`src/rtl/module_divider_seq.sv`:
```
// Sequential restoring divider, one shift/subtract iteration per bit, init/step/done control.
// Define SIGNED_DIV_EN for two's-complement operands (adds sign fix-up state FIX).
module module_divider_seq #(
  parameter int unsigned WIDTH = 8
) (
  input  logic             clk,
  input  logic             rst,
  input  logic             init,
  input  logic [WIDTH-1:0] dividend,
  input  logic [WIDTH-1:0] divisor,
  output logic [WIDTH-1:0] quotient,
  output logic [WIDTH-1:0] remainder,
  output logic             busy,
  output logic             step,
  output logic             done,
  output logic             div_by_zero
);

  localparam int unsigned CW = $clog2(WIDTH + 1);

  typedef enum logic [6:0] {
    IDLE  = 7'b0000001,
    LOAD  = 7'b0000010,
    SHIFT = 7'b0000100,
    SUB   = 7'b0001000,
    CHECK = 7'b0010000,
    DONE  = 7'b0100000
`ifdef SIGNED_DIV_EN
    , FIX = 7'b1000000
`endif
  } state_t;

  state_t           state, state_nxt;
  logic [WIDTH:0]   r;
  logic [WIDTH:0]   trial;
  logic [WIDTH-1:0] d;
  logic [WIDTH-1:0] q;
  logic [CW-1:0]    count;
  logic [WIDTH-1:0] dvd_load;
  logic [WIDTH-1:0] dvs_load;

`ifdef SIGNED_DIV_EN
  logic sign_q;
  logic sign_r;

  // The most negative value maps to itself, which reads correctly as an unsigned magnitude.
  function automatic logic [WIDTH-1:0] mag(input logic [WIDTH-1:0] v);
    return v[WIDTH-1] ? (~v + WIDTH'(1)) : v;
  endfunction

  assign dvd_load = mag(dividend);
  assign dvs_load = mag(divisor);
`else
  assign dvd_load = dividend;
  assign dvs_load = divisor;
`endif

  assign trial = r - {1'b0, d};

  always_ff @(posedge clk) begin
    if (!rst) state <= IDLE;
    else      state <= state_nxt;
  end

  always_comb begin
    state_nxt = state;
    case (state)
      IDLE:  if (init) state_nxt = LOAD;
      LOAD:  state_nxt = (divisor == '0) ? DONE : SHIFT;
      SHIFT: state_nxt = SUB;
      SUB:   state_nxt = CHECK;
`ifdef SIGNED_DIV_EN
      CHECK: state_nxt = (count == '0) ? FIX : SHIFT;
      FIX:   state_nxt = DONE;
`else
      CHECK: state_nxt = (count == '0) ? DONE : SHIFT;
`endif
      DONE:  state_nxt = IDLE;
      default: state_nxt = IDLE;
    endcase
  end

  always_comb begin
    busy = (state != IDLE);
    step = (state == SUB);
    done = (state == DONE);
  end

  always_ff @(posedge clk) begin
    if (!rst) begin
      r           <= '0;
      d           <= '0;
      q           <= '0;
      count       <= '0;
      quotient    <= '0;
      remainder   <= '0;
      div_by_zero <= 1'b0;
`ifdef SIGNED_DIV_EN
      sign_q      <= 1'b0;
      sign_r      <= 1'b0;
`endif
    end else begin
      case (state)
        LOAD: begin
          d     <= dvs_load;
          q     <= dvd_load;
          r     <= '0;
          count <= CW'(WIDTH);
`ifdef SIGNED_DIV_EN
          sign_q <= dividend[WIDTH-1] ^ divisor[WIDTH-1];
          sign_r <= dividend[WIDTH-1];
`endif
          if (divisor == '0) begin
            div_by_zero <= 1'b1;
            quotient    <= '1;
            remainder   <= dividend;
          end else begin
            div_by_zero <= 1'b0;
          end
        end
        SHIFT: {r, q} <= {r[WIDTH-1:0], q, 1'b0};
        SUB: begin
          if (!trial[WIDTH]) begin
            r    <= trial;
            q[0] <= 1'b1;
          end else begin
            q[0] <= 1'b0;
          end
          count <= count - CW'(1);
        end
        CHECK: begin
          if (count == '0) begin
            quotient  <= q;
            remainder <= r[WIDTH-1:0];
          end
        end
`ifdef SIGNED_DIV_EN
        FIX: begin
          if (sign_q) quotient  <= ~quotient + WIDTH'(1);
          if (sign_r) remainder <= ~remainder + WIDTH'(1);
        end
`endif
        default: ;
      endcase
    end
  end

endmodule

```
`config.mk`:
```
export PLATFORM = sky130hd
export DESIGN_NAME = module_divider_seq
export DESIGN_NICKNAME = d
export VERILOG_FILES = /design/src/rtl/module_divider_seq.sv
export SDC_FILE = /design/constraint.sdc
export NUM_CORES = 1
export LEC_CHECK = 0
export ABC_AREA = 0
export CELL_PAD_IN_SITES_DETAIL_PLACEMENT = 1
export CELL_PAD_IN_SITES_GLOBAL_PLACEMENT = 2
export CORE_MARGIN = 2
export CORE_UTILIZATION = 35
export DETAILED_ROUTE_END_ITERATION = 7
export PLACE_DENSITY_LB_ADDON = 0.3
export SLEW_MARGIN = 10
export SYNTH_ARGS = -nofsm -noshare
export SYNTH_HDL_FRONTEND = slang
export SYNTH_SLANG_ARGS = --single-unit
```
`constraint.sdc`:
```
create_clock -name clk -period 3.6 [get_ports clk]
set_input_delay 0.54 -clock clk [delete_from_list [all_inputs] [get_ports clk]]
set_output_delay 0.54 -clock clk [all_outputs]
set_load 0.05 [all_outputs]
```
==> results.txt <==
Clock-pin slew was measured on the worst setup and hold paths at 0.11 ns. The first global-routing pass estimated 12.01 mm of wire. Of the post-synthesis cell area, the part taken by muxes is 0.02251. The post-synthesis xor/xnor area fraction came out at 0.01970.

The initial antenna violation count came out at 0. The die footprint is 0.008336 mm². The total via count in the routed design is 2342. For this design the static power due to leakage is 0.001368 µW. The leading cell type in the layout, fill and taps excluded is sky130_fd_sc_hd__dfxtp_1. The fmax is 0.3619 GHz.

The final standard cell area without fillers is 0.003278 mm². The average routed wire per standard cell is 16.48 µm. The placeable core region is 0.007331 mm². The biggest cell delay along the critical path is 0.70 ns. Measured in cells, the most critical reg-to-reg path has a length of 5.

The share of synthesized cell area in full adder, half adder and majority cells came out at 0.05441. The critical path goes through or4b_4 -> or3_1 -> a21boi_4 -> o211ai_2 -> o211a_1. The critical path contains buffers and inverters numbering 0 combined. The setup violation total in the final timing report is 0. The minimum clock period is 2.763 ns. The net count after synthesis came out at 329. The worst-case headroom to the max-slew limit came out at 0.4312. The pre-CTS setup slack came out at 0.6129 ns. The dominant register cell in the synthesized netlist is sky130_fd_sc_hd__dfxtp_1. The number of pins with negative max-slew slack in the final report was 0. The first-iteration detailed-routing DRC count is 103. The part of the Yosys area used for sequential elements came out at 0.3902. The worst register-to-register path has a setup slack of 0.84 ns. The combined area of all synthesized cells is 0.002668 mm². For this run the aggregate overflow at the end of global routing stands at 0. The number of clock buffers inserted by TritonCTS came out at 5.

Setup slack closes at 0.8366 ns. The detail-routed via count per cell is 5.434. Dividing the final minimum period by the clock period gives 0.7676. The cell depth of the worst hold path is 2. The number of placed instances with taps included is 423. The critical-path maximum fanout came out at 25. Across the routed clock network, the largest skew measured is 0.01240 ns. The min-delay analysis places its worst path in the category reg2reg. Of the cells placed in the final design, the portion with a size suffix greater than 1 is 0.06325. In this run the horizontal extent of the chip is 91.30 µm. Buffers placed on the I/O ports in this run total 38.

In this run the mean area of a mapped cell was 8.922 µm². The total wire length is 7.105 mm. The post-synthesis to final-layout area growth is 22.89%. For the worst setup path, the data arrival time is 2.98 ns.

The total of cells resized after clock tree synthesis is 0. The congestion estimate from routability-driven global placement came to 0.7499. Of the total power, combinational logic draws 0.192. The share of total power dissipated in sequential elements is 0.429.

The number of iterations in the first detailed-routing pass is 4. The number of cells in the finished layout apart from fillers came out at 431. The async set-reset flop share out of synthesis is 0.

By area the synthesized netlist is led by sky130_fd_sc_hd__dfxtp_1, sky130_fd_sc_hd__nand2_1, sky130_fd_sc_hd__o211a_1, sky130_fd_sc_hd__ha_1, sky130_fd_sc_hd__o221a_1. The total number of placement rows is 31. The die height came out at 91.30 µm. The number of max-cap violations is 0. The number of sinks handled by clock tree synthesis came out at 52. The type of origin of the critical path is a flip-flop. CTS placed an instance of sky130_fd_sc_hd__clkbuf_8 at the clock tree root. Clock latency on the worst-skew pair, taken at its later pin, is 0.32 ns.

The final count of hold timing violations was 0. The HPWL after detailed placement came out at 5.047 mm. The layout net count is 361.

At the pin with the least slew margin, the transition time is 0.8486 ns. The number of inserted diodes came out at 0. The via count of the first global-routing pass is 2404. The H-tree depth reported by CTS is 2.

Hold is met by 0.4700 ns. The share of synthesized cell area in and, or, nand and nor gates is 0.1900. The flow ran to the end, and the final reports show no timing, DRC or antenna violations.

After detailed routing, the number of remaining DRC violations is 0. The number of buffers between clock root and the deepest sink came out at 2. By area, the combinational part of the netlist is dominated by compound AO/OA/AOI/OAI gates.

STA classifies the critical path endpoint as a flip-flop. The initial standard-cell utilization of the core is 0.3639. The count of synthesis-stage warnings from yosys is 0. Setup repair after global routing left no endpoint under its margin.

The TritonCTS clock tree is done. The netlist uses 51 different library cells. The number of hold buffers added after CTS is 0. The pin count of the biggest net entering global routing came out at 49.

After technology mapping, the gate count stands at 299. The top cell type's share of synthesized area came out at 0.3902. The total global-route track usage came out at 0.1792. The residual antenna-violating net count after detailed routing came out at 0. Of all cell types, the one taking the most synthesized area is sky130_fd_sc_hd__dfxtp_1. Counting buffers and inverters, the worst setup path is 5 cells deep. The post-CTS repair timing setup buffer count came out at 0. The required time of the critical path came out at 3.82 ns.

The power density over cell area is 446.9 mW/mm². The fraction of power spent switching nets came out at 0.2715. The summed negative setup slack over all endpoints is 0 ns. The internal portion of the total power is 1067 µW.

The boundary pin count came out at 39. The post-detailed-placement cell area is 0.003119 mm². The register bit total from synthesis is 52. The reported net switching power came out at 397.7 µW.

The maximum ir drop on the vdd rail is 0.0002025 V. The classification of the worst setup path is reg2reg. The share of total power dissipated in the clock network is 0.379. The top cell types in the final layout, fill and taps aside, are sky130_fd_sc_hd__dfxtp_1, sky130_fd_sc_hd__nand2_1, sky130_fd_sc_hd__clkdlybuf4s50_1. The number of flops mapped to enable cells by yosys came out at 0.

The complex-gate fraction of the synthesized area was 0.2697. The largest individual stage delay along the critical path comes from the cell sky130_fd_sc_hd__a21boi_4. The gate family responsible for the most delay along the worst path is simple AND/OR/NAND/NOR gates.
[final timing paths]
check / end / start
setup reg to reg: remainder[0] / state[2]
setup / recovery: remainder[0] / state[2]
hold reg to reg: d[5] / d[5]
hold / removal: d[5] / d[5]
[stage by stage]
stage	total power, µW	utilization
3_3_place_gp	919.6	0.4255
5_1_grt	1534	0.4472
2_1_floorplan	834.6	-
6_report	1465	0.4472
4_1_cts	1477	0.4472
3_5_place_dp	923.7	0.4255
[per-layer routing]
layer / GRT usage / share of wire / vias to the layer above
li1: - / - / 1163
met1: 0.2496 / 0.50 / 1129
met2: 0.2864 / 0.46 / 43
met3: 0.03071 / 0.028 / 7
met4: 0.04672 / 0.013 / 0
met5: 0 / 0 / -
[power groups by stage]
| stage | logic [µW] | registers [µW] | clock network, µW |
|---|---|---|---|
| floorplan | 162 | 672 | 0 |
| global placement | 278 | 642 | 0 |
| detailed placement | 281 | 642 | 0 |
| CTS | 283 | 629 | 564 |
| global route | 310 | 634 | 591 |
| finish | 282 | 629 | 555 |
[cells in the mapped netlist (all sizes together) (4+ instances only)]
cell type,number
dfxtp,52
nand2,42
nor2,21
a21oi,17
o211a,15
inv,14
clkbuf,12
a21boi,11
ha,10
nand3,10
o41ai,9
o221a,8
buf,6
mux2i,6
o211ai,6
o21ai,6
a22oi,4
nand2b,4
xor2,4
[final cells by class]
type	count	area, µm²
Fill cell	856	4053
Multi-Input combinational cell	215	1484
Sequential cell	52	1041
Timing Repair Buffer	43	417.9
Tap cell	99	123.9
Clock inverter	3	90.09
Clock buffer	5	68.82
Inverter	14	52.55
[cells by family after synthesis]
| family | count (synthesis) |
|---|---|
| compound gates | 89 |
| xor+xnor | 6 |
| fa+ha+maj | 11 |
| buf+inv | 32 |
| flops | 52 |
| mux | 6 |
| simple gates | 103 |
[tightest hold or removal path: stages, from the launching register on]
cell and delay (ns):
sky130_fd_sc_hd__dfxtp_1 0.32, sky130_fd_sc_hd__nand2_1 0.05, sky130_fd_sc_hd__a21boi_0 0.06
[state kept, by name, indices dropped and copies added, names as in the netlist]
register     cells
state            6
remainder        8
d                8
r                9
count            4
div_by_zero      1
quotient         8
q                8
Power figures use the tool's default switching activity.
